## config.mk

```make
export PLATFORM = sky130hd
export DESIGN_NAME = mul_modular_unit_flat
export DESIGN_NICKNAME = d
export VERILOG_FILES = /design/src/rtl/ecc_instr_pkg.sv /design/src/rtl/mul_modular_unit_if.sv /design/src/rtl/mod_dbl_add_step.sv /design/src/rtl/mul_modular_unit.sv /design/src/flat_wrapper.sv
export SDC_FILE = /design/constraint.sdc
export NUM_CORES = 1
export LEC_CHECK = 0
export BUFFER_PORTS_ARGS = -buffer_cell sky130_fd_sc_hd__clkbuf_2
export CORE_MARGIN = 10
export CORE_UTILIZATION = 30
export DETAILED_ROUTE_END_ITERATION = 7
export SKIP_CTS_REPAIR_TIMING = 1
export SLEW_MARGIN = 20
export SYNTH_ARGS = -nofsm -noshare
export SYNTH_HDL_FRONTEND = slang
export SYNTH_SLANG_ARGS = --single-unit
```

## constraint.sdc

```tcl
create_clock -name clk_i -period 13.2 [get_ports clk_i]
set_clock_uncertainty 0.2 [all_clocks]
set_input_delay 1.32 -clock clk_i [delete_from_list [all_inputs] [get_ports clk_i]]
set_output_delay 1.32 -clock clk_i [all_outputs]
set_load 0.1 [all_outputs]
```

## src/rtl/ecc_instr_pkg.sv

```systemverilog
// ============================================================================
//  Module      : ecc_instr (package)
//  Description : Definitions shared by the ECC coprocessor datapath units:
//                the coprocessor operand width and the state encoding of the
//                sequential modular multiplier.
//  Revision    : 1.0 - initial release
// ============================================================================
`default_nettype none

package ecc_instr;

    // Width of operands, modulus and results throughout the coprocessor.
    localparam int EccWidth = 64;

    // Modular multiplier control states.
    typedef enum logic [1:0] {
        IDLE = 2'd0,
        RUN  = 2'd1,
        DONE = 2'd2
    } mul_state_e;

endpackage : ecc_instr

`default_nettype wire

```

## src/rtl/mul_modular_unit_if.sv

```systemverilog
// ============================================================================
//  Module      : mul_modular_unit_if
//  Description : Operand / result bundle between the coprocessor controller
//                (master) and the modular multiplier (slave).
//  Ports       : a_i, b_i, p_i     - multiplicand, multiplier, modulus
//                mul_start_i       - start request
//                result_o          - product mod p
//                finish_o          - one-cycle completion pulse
//                busy_o            - operation in progress
//  Revision    : 1.0 - initial release
// ============================================================================
`default_nettype none

interface mul_modular_unit_if
    import ecc_instr::*;
#(
    parameter int WIDTH = EccWidth
);
    logic [WIDTH-1:0] a_i;
    logic [WIDTH-1:0] b_i;
    logic [WIDTH-1:0] p_i;
    logic             mul_start_i;
    logic [WIDTH-1:0] result_o;
    logic             finish_o;
    logic             busy_o;

    // Controller side: supplies operands, consumes the result.
    modport master (
        output a_i, b_i, p_i, mul_start_i,
        input  result_o, finish_o, busy_o
    );

    // Multiplier side.
    modport slave (
        input  a_i, b_i, p_i, mul_start_i,
        output result_o, finish_o, busy_o
    );

endinterface : mul_modular_unit_if

`default_nettype wire

```

## src/rtl/mod_dbl_add_step.sv

```systemverilog
// ============================================================================
//  Module      : mod_dbl_add_step
//  Description : One iteration of the MSB-first interleaved modular multiply:
//                r' = 2r mod p, then r' = (r' + a) mod p when bit_i is set.
//                Purely combinational, WIDTH+1-bit internal arithmetic.
//  Ports       : r_i   - current accumulator (WIDTH+1 bits)
//                a_i   - multiplicand
//                p_i   - modulus
//                bit_i - current multiplier bit
//                r_o   - next accumulator (WIDTH+1 bits)
//  Revision    : 1.0 - initial release
// ============================================================================
`default_nettype none

module mod_dbl_add_step
    import ecc_instr::*;
#(
    parameter int WIDTH = EccWidth
) (
    input  wire logic [WIDTH:0]   r_i,
    input  wire logic [WIDTH-1:0] a_i,
    input  wire logic [WIDTH-1:0] p_i,
    input  wire logic             bit_i,
    output logic      [WIDTH:0]   r_o
);

    logic [WIDTH:0] w_p_ext;
    logic [WIDTH:0] w_dbl;
    logic [WIDTH:0] w_red1;
    logic [WIDTH:0] w_sum;
    logic [WIDTH:0] w_red2;
    logic           w_p_small;

    assign w_p_ext   = {1'b0, p_i};
    // A modulus of 0 or 1 would otherwise let the accumulator grow unreduced
    // (p = 0 never subtracts); pin it to zero so the result is defined.
    assign w_p_small = (p_i < WIDTH'(2));

    always_comb begin
        // With r < p the doubled value fits WIDTH+1 bits.
        w_dbl  = r_i << 1;
        w_red1 = (w_dbl >= w_p_ext) ? (w_dbl - w_p_ext) : w_dbl;

        w_sum  = w_red1 + {1'b0, a_i};
        if (bit_i) begin
            w_red2 = (w_sum >= w_p_ext) ? (w_sum - w_p_ext) : w_sum;
        end else begin
            w_red2 = w_red1;
        end

        r_o = w_p_small ? '0 : w_red2;
    end

endmodule : mod_dbl_add_step

`default_nettype wire

```

## src/rtl/mul_modular_unit.sv

```systemverilog
// ============================================================================
//  Module      : mul_modular_unit
//  Description : Sequential interleaved modular multiplier, result =
//                (a * b) mod p, one multiplier bit per cycle, MSB first.
//                WIDTH cycles from the accepting edge to the finish pulse;
//                a start seen in DONE chains straight into the next run.
//  Ports       : clk_i - clock, rising edge
//                rst_i - asynchronous active-high reset
//                bus   - mul_modular_unit_if slave (operands, start,
//                        result, finish, busy)
//  Revision    : 1.0 - initial release
// ============================================================================
`default_nettype none

module mul_modular_unit
    import ecc_instr::*;
#(
    parameter int WIDTH = EccWidth
) (
    input  wire logic          clk_i,
    input  wire logic          rst_i,
    mul_modular_unit_if.slave  bus
);

    localparam int CNT_W = (WIDTH > 1) ? $clog2(WIDTH) : 1;
    localparam logic [CNT_W-1:0] C_LAST_STEP = CNT_W'(WIDTH - 1);

    mul_state_e       state_q, state_d;

    logic [WIDTH-1:0] a_q;
    logic [WIDTH-1:0] b_q;        // shifted left each step; MSB is the live bit
    logic [WIDTH-1:0] p_q;
    logic [WIDTH:0]   acc_q;
    logic [CNT_W-1:0] cnt_q;
    logic [WIDTH-1:0] result_q;

    logic             w_accept;
    logic             w_step;
    logic             w_last;
    logic [WIDTH:0]   w_acc_next;

    // ------------------------------------------------------------------
    // FSM: state register
    // ------------------------------------------------------------------
    always_ff @(posedge clk_i or posedge rst_i) begin
        if (rst_i) begin
            state_q <= IDLE;
        end else begin
            state_q <= state_d;
        end
    end

    // ------------------------------------------------------------------
    // FSM: next state and control strobes
    // ------------------------------------------------------------------
    always_comb begin
        state_d  = state_q;
        w_accept = 1'b0;
        w_step   = 1'b0;
        w_last   = 1'b0;

        unique case (state_q)
            IDLE, DONE: begin
                if (bus.mul_start_i) begin
                    w_accept = 1'b1;
                    state_d  = RUN;
                end else begin
                    state_d  = IDLE;
                end
            end
            RUN: begin
                w_step = 1'b1;
                if (cnt_q == C_LAST_STEP) begin
                    w_last  = 1'b1;
                    state_d = DONE;
                end
            end
            default: begin
                state_d = IDLE;
            end
        endcase
    end

    // ------------------------------------------------------------------
    // Datapath iteration
    // ------------------------------------------------------------------
    mod_dbl_add_step #(
        .WIDTH (WIDTH)
    ) u_step (
        .r_i   (acc_q),
        .a_i   (a_q),
        .p_i   (p_q),
        .bit_i (b_q[WIDTH-1]),
        .r_o   (w_acc_next)
    );

    // ------------------------------------------------------------------
    // Operand, accumulator, counter and result registers
    // ------------------------------------------------------------------
    always_ff @(posedge clk_i or posedge rst_i) begin
        if (rst_i) begin
            a_q      <= '0;
            b_q      <= '0;
            p_q      <= '0;
            acc_q    <= '0;
            cnt_q    <= '0;
            result_q <= '0;
        end else begin
            if (w_accept) begin
                a_q   <= bus.a_i;
                b_q   <= bus.b_i;
                p_q   <= bus.p_i;
                acc_q <= '0;
                cnt_q <= '0;
            end else if (w_step) begin
                acc_q <= w_acc_next;
                b_q   <= b_q << 1;
                cnt_q <= cnt_q + CNT_W'(1);
                if (w_last) begin
                    result_q <= w_acc_next[WIDTH-1:0];
                end
            end
        end
    end

    // Outputs decode directly from registered state, so they change only
    // on clock edges (or immediately on reset).
    assign bus.result_o = result_q;
    assign bus.finish_o = (state_q == DONE);
    assign bus.busy_o   = (state_q == RUN);

endmodule : mul_modular_unit

`default_nettype wire

```

## src/flat_wrapper.sv

```systemverilog
// flat-port wrapper written by rule: the top's interface ports become plain ports
module mul_modular_unit_flat import ecc_instr::*;
#(
    parameter int WIDTH = EccWidth
)
  (clk_i, rst_i, bus_a_i, bus_b_i, bus_p_i, bus_mul_start_i, bus_result_o, bus_finish_o, bus_busy_o);
  mul_modular_unit_if #(.WIDTH(WIDTH)) bus_i ();
  input  wire logic clk_i;
  input  wire logic rst_i;
  input wire logic [$bits(bus_i.a_i)-1:0] bus_a_i;
  input wire logic [$bits(bus_i.b_i)-1:0] bus_b_i;
  input wire logic [$bits(bus_i.p_i)-1:0] bus_p_i;
  input wire logic [$bits(bus_i.mul_start_i)-1:0] bus_mul_start_i;
  output wire logic [$bits(bus_i.result_o)-1:0] bus_result_o;
  output wire logic [$bits(bus_i.finish_o)-1:0] bus_finish_o;
  output wire logic [$bits(bus_i.busy_o)-1:0] bus_busy_o;
  assign bus_i.a_i = bus_a_i;
  assign bus_i.b_i = bus_b_i;
  assign bus_i.p_i = bus_p_i;
  assign bus_i.mul_start_i = bus_mul_start_i;
  assign bus_result_o = bus_i.result_o;
  assign bus_finish_o = bus_i.finish_o;
  assign bus_busy_o = bus_i.busy_o;
  mul_modular_unit #(.WIDTH(WIDTH)) u_core (.clk_i(clk_i), .rst_i(rst_i), .bus(bus_i));
endmodule
```

# Yosys cells after proc, flatten, opt, wreduce, memory -nomap -nowiden
# Cells that the tools add are included.
# word_totals
elab_cells	41
in_bits	195
out_inout_bits	66
register_bits	328
# classes
mux	18
n_addsub	4
eq_ne	4
bitwise	1
n_reduce_logical	4
magnitude_cmp	3
# ops
cell	n
2-to-1 mux 64 bit	7
>= comparator 65 x 64 -> 1 bit	2
adder 65 x 64 -> 65 bit	1
2-to-1 mux 65 bit	1
subtractor 65 x 64 -> 65 bit	1
< comparator 64 x 2 -> 1 bit, second input constant	1
subtractor 64 bit	1
2-to-1 mux 6 bit	2
adder 6 x 1 -> 6 bit, second input constant	1
== test 6 bit, second input constant	1
2-to-1 mux 1 bit	6
one-hot mux 2 bit (2 select lines)	1
AND reduction 3 bit	1
== test 2 x 1 -> 1 bit, second input constant	1
== test 2 bit, second input constant	1
logical NOT 2 bit	1
2-to-1 mux 2 bit	1
!= test 2 x 1 -> 1 bit, second input constant	1
nonzero test 2 bit	1
OR reduction 2 bit	1
inverter 1 bit	1

# Logic depth before layout (Yosys ltp)
# logic_depth
word_depth	9
ltp_mapped	42
mapped_depth_nobuf	36

# Cells and area by module
# Synthesis repeated with hierarchy kept, for this count alone.
# unflattened
hier_cells	3390
hier_area_um2	27053.4
# by_module_without_submodules
mod	area_each_um2	cells_per_inst	n_inst
mod_dbl_add_step	14171.1	2189	1
mul_modular_unit	12882.4	1201	1

# Least setup slack after synthesis
# Ideal clock, no wire load.
# synth_timing
kind	register to register
from	register u_core.acc_q[41]
to	register u_core.result_q[62], in the netlist u_core.bus.result_o[62]
required_ps	12905
slack_ps	4742
path_stages_with_launch	39
n_path_buf	8
arrival_ps	8162
cell_sequence	dfrtp_1 -> ha_1 -> clkbuf_1 -> a21o_1 -> a311oi_1 -> nand2_1 -> a21oi_1 -> o221ai_1 -> a221oi_1 -> o21a_1 -> buf_2 -> buf_2 -> clkbuf_1 -> buf_1 -> mux2i_1 -> inv_1 -> ha_1 -> clkbuf_1 -> (+3 left out) -> a221oi_1 -> nand2b_1 -> o211ai_1 -> xor2_1 -> ha_1 -> clkbuf_1 -> a2111oi_0 -> o221ai_1 -> nand2_1 -> o21ai_0 -> a21o_1 -> a32oi_1 -> a311oi_1 -> a21oi_1 -> clkbuf_1 -> a221oi_1 -> a32o_1 -> o31ai_1
# synth_between
elab_chain_len	7
word_cells_on_any_way	9
# synth_rtl
element	line	rtl
start: declaration	mul_modular_unit.sv:33	logic [WIDTH:0] acc_q;
start signal: assignment	mul_modular_unit.sv:116	acc_q <= w_acc_next;
subtractor 65 x 64 -> 65 bit / >= comparator 65 x 64 -> 1 bit (equally long branches)	mod_dbl_add_step.sv:42	w_red1 = (w_dbl >= w_p_ext) ? (w_dbl - w_p_ext) : w_dbl;
2-to-1 mux 65 bit *	mod_dbl_add_step.sv:42	
adder 65 x 64 -> 65 bit	mod_dbl_add_step.sv:44	w_sum = w_red1 + {1'b0, a_i};
subtractor 64 bit / >= comparator 65 x 64 -> 1 bit (equally long branches)	mod_dbl_add_step.sv:46	w_red2 = (w_sum >= w_p_ext) ? (w_sum - w_p_ext) : w_sum;
2-to-1 mux 64 bit	mod_dbl_add_step.sv:46	
2-to-1 mux 64 bit *	mod_dbl_add_step.sv:45	if (bit_i) begin
2-to-1 mux 64 bit *	mod_dbl_add_step.sv:51	r_o = w_p_small ? '0 : w_red2;
end signal: assignment	mul_modular_unit.sv:120	result_q <= w_acc_next[WIDTH-1:0];
end: declaration	mul_modular_unit.sv:35	logic [WIDTH-1:0] result_q;
# Mark *: on every way between the ends. The rest lies on a longest branch, timed or not.
# A chain may end at the register's enable or synchronous reset.

# Final worst setup path
# layout_timing
from	register u_core.p_q[1]
to	register u_core.acc_q[43]
# layout_between
elab_chain_len	9
word_cells_on_any_way	12
# layout_rtl
element	line	rtl
start: declaration	mul_modular_unit.sv:32	logic [WIDTH-1:0] p_q;
start signal: assignment	mul_modular_unit.sv:112	p_q <= bus.p_i;
subtractor 65 x 64 -> 65 bit / >= comparator 65 x 64 -> 1 bit (equally long branches)	mod_dbl_add_step.sv:42	
2-to-1 mux 65 bit	mod_dbl_add_step.sv:42	
adder 65 x 64 -> 65 bit	mod_dbl_add_step.sv:44	
subtractor 64 bit / >= comparator 65 x 64 -> 1 bit (equally long branches)	mod_dbl_add_step.sv:46	
2-to-1 mux 64 bit	mod_dbl_add_step.sv:46	
2-to-1 mux 64 bit	mod_dbl_add_step.sv:45	
2-to-1 mux 64 bit *	mod_dbl_add_step.sv:51	
2-to-1 mux 64 bit *	mul_modular_unit.sv:115	end else if (w_step) begin
2-to-1 mux 64 bit *	mul_modular_unit.sv:109	if (w_accept) begin
# Mark *: on every way between the ends. The rest lies on a longest branch, timed or not. The select of a mux whose other input is x is not followed.

==> results.toml <==
[finish]
layout_commonest_cell = "nand2_1"
mostFrequentLayoutCells = "nand2_1, dfrtp_1, o21ai_0"
seqCellArea_mm2 = 0.008212
layout-drive-gt1-share = 0.1476
area_delta_synth_final_pct = 15.13
multiInputGateArea_mm2 = 0.01644
final.fill_count = 9014
fin_nets = 3657

[die]
core_area_mm2 = 0.08515
fp.dieW_um = 313.0
ioPinCount = 261
num_rows = 107
start_util = 0.3025
die-area_mm2 = 0.09798
die_h_um = 313.0

[logic_synthesis]
yosys-top-cells-area = "dfrtp_1, ha_1, nand2_1"
synth_cells = 3116
syn_area_per_cell_um2 = 8.267
synth_ff_type = "dfrtp_1"
synth.distinct_cells = 78
synth_edf_count = 0
async_flop_share = 1.000
ys_seq_elements = 328
synth_nets = 3507
yosys.area.top_type = "dfrtp_1"
synth_top_area_share = 0.3186
seq_area_frac_synth = 0.3186
synth_warnings = 0
syn_area_mm2 = 0.02576

[route]
totalWireLength_um = 107700
first_pass_iters = 6
viasPerCell = 5.672
route.detailed.drc = 0
wire_per_inst_um = 24.22
drt_iter0_drc = 2527
num_vias = 25220
ant_nets = 0

[clocking]
cts_sinks = 328
cts_root_buf = "clkbuf_16"
tritoncts = "yes"
cts_buffer_depth = 3
cts_buffers = 43
path_clk_slew_ns = 0.06
clock_latency_ns = 0.63
h-tree-depth = 2

[setup_path]
r2r_cells = 31
slowest_stage = "o21ai_0"
crit_buf_inv = 1
rrSetupSlack_ns = 0.59
crit_fanout = 69
critPathCaptureType = "flip-flop"
critical_path_required_ns = 13.43
cp.arrival_ns = 12.84
path_common_cell = "o21ai_0"
startpoint_type = "flip-flop"
critPathMaxStageDelay_ns = 0.95
r2r-end = "u_core.acc_q[43]"
crit_family = "compound AO/OA/AOI/OAI gates"
r2r-start = "u_core.p_q[1]"
worst-setup-path-type = "flip-flop to flip-flop"

[sta]
fin_crit_sh = 0.9554
tightest_slew_ns = 1.189
slew_violations = 0
relSlewSlack = 0.2054
fmax_ghz = 0.07930
hold_violations = 0
setup_tns_ns = 0
period_minus_slack_ns = 12.61
rsz0062_at_grt = "false"
finalSetupViolations = 0

[grt]
antenna_found_initial = 8
grt_pass1_wl_um = 160000
grt_max_degree = 171
overflow = 0
grt_pass1_vias = 24240
track_usage = 0.2105

[status]
status = "finished clean"

[hold_path]
hold_class = "flip-flop to flip-flop"
min_to = "u_core.b_q[22]"
hold_path_depth = 2
holdCritStartpoint = "u_core.b_q[22]"

[flow_run]
max_cap_violations = 0

[place]
portBuffers = 260
place_congestion = 0.9892
hpwl_um = 82770
-- how the worst max path moves through the flow --
stage / start / to / slack (ns) / cells after the start
floorplan: rst_i / u_core.a_q[0] / 2.60 / 1
global placement: u_core.p_q[1] / u_core.acc_q[43] / 0.96 / 31
detailed placement: u_core.p_q[1] / u_core.acc_q[42] / 0.98 / 31
CTS: u_core.p_q[1] / u_core.acc_q[42] / 0.92 / 31
global route: u_core.p_q[1] / u_core.acc_q[62] / 0.10 / 32
finish: u_core.p_q[1] / u_core.acc_q[43] / 0.59 / 31
-- cell usage after synthesis, drive strengths merged, types with 5 or more instances --
master,instances
o221ai,19
a21oi,241
a21boi,8
or4,6
o31ai,19
a221oi,9
xor2,76
dfrtp,328
a22oi,75
and2,12
or3,9
a211oi,32
o211ai,39
ha,193
o21ai,291
o21a,27
a31o,6
a211o,11
inv,130
and3,28
a311oi,9
mux2,68
nand2b,28
nor4,22
nand3,82
nor2b,23
a41oi,5
a32o,31
a31oi,51
clkbuf,160
buf,22
a21o,80
and4,7
nand2,445
mux2i,16
nor2,148
o21bai,43
nor3,31
or2,20
xnor2,108
nand4,53
a22o,61
-- tightest hold or removal path: cells and delay by family, from the launching register on --
kind / cells / cell delay [ns]
simple gates: 2 / 0.10
flops: 1 / 0.34
-- kinds of logic (layout without fill, tap and decap cells) --
group | after synthesis | after routing | share of synthesized area
AO/OA/AOI/OAI | 1094 | 1094 | 0.2787
XOR/XNOR | 184 | 184 | 0.06286
adder cells (fa/ha/maj) | 196 | 196 | 0.09608
buffers and inverters | 312 | 495 | 0.04619
flip-flops | 328 | 328 | 0.3186
multiplexers | 84 | 84 | 0.03594
other | 0 | 3 | 0
AND/OR/NAND/NOR | 918 | 918 | 0.1616
-- sequential cells by signal, indices dropped and copies added (netlist names) --
name,flops
u_core.b_q,64
u_core.a_q,64
u_core.cnt_q,6
u_core.state_q,2
u_core.p_q,64
u_core.acc_q,64
u_core.bus.result_o,64
-- metrics by stage --
stage | utilization | cells | hold WS (ns) | area (um2) | setup slack (ns)
detailed placement | 0.3299 | 4365 | 0.2626 | 28090 | 0.9786
global route | 0.3482 | 4443 | 0.2978 | 29650 | 0.1005
CTS | 0.3482 | 4443 | 0.2768 | 29640 | 0.9220
global placement | 0.3299 | 4365 | 0.2579 | 28090 | 0.9606
finish | 0.3483 | 4446 | 0.2743 | 29650 | 0.5889
floorplan | - | 3116 | 0.2463 | 25760 | 2.597
-- metal layers --
metal / vias to the layer above / global-route usage / wire length, um
met1: 12200 / 0.2848 / 47400
met5: - / 0 / 110
li1: 11720 / - / -
met2: 1106 / 0.3238 / 47010
met4: 16 / 0.07026 / 3795
met3: 187 / 0.05252 / 9379
-- cell type report --
type	count	share of cell area
clock inverters	20	0.01046
clock buffers	58	0.04190
flip-flops and latches	328	0.2769
multi-input cells	2476	0.5544
inverters	130	0.01671
well taps	1144	0.04827
diodes	3	0.0002532
repair buffers	287	0.05114
Power is left out: the tool's default activity adds up to more than one toggle a clock period on the data nets, which glitch-free logic cannot reach.
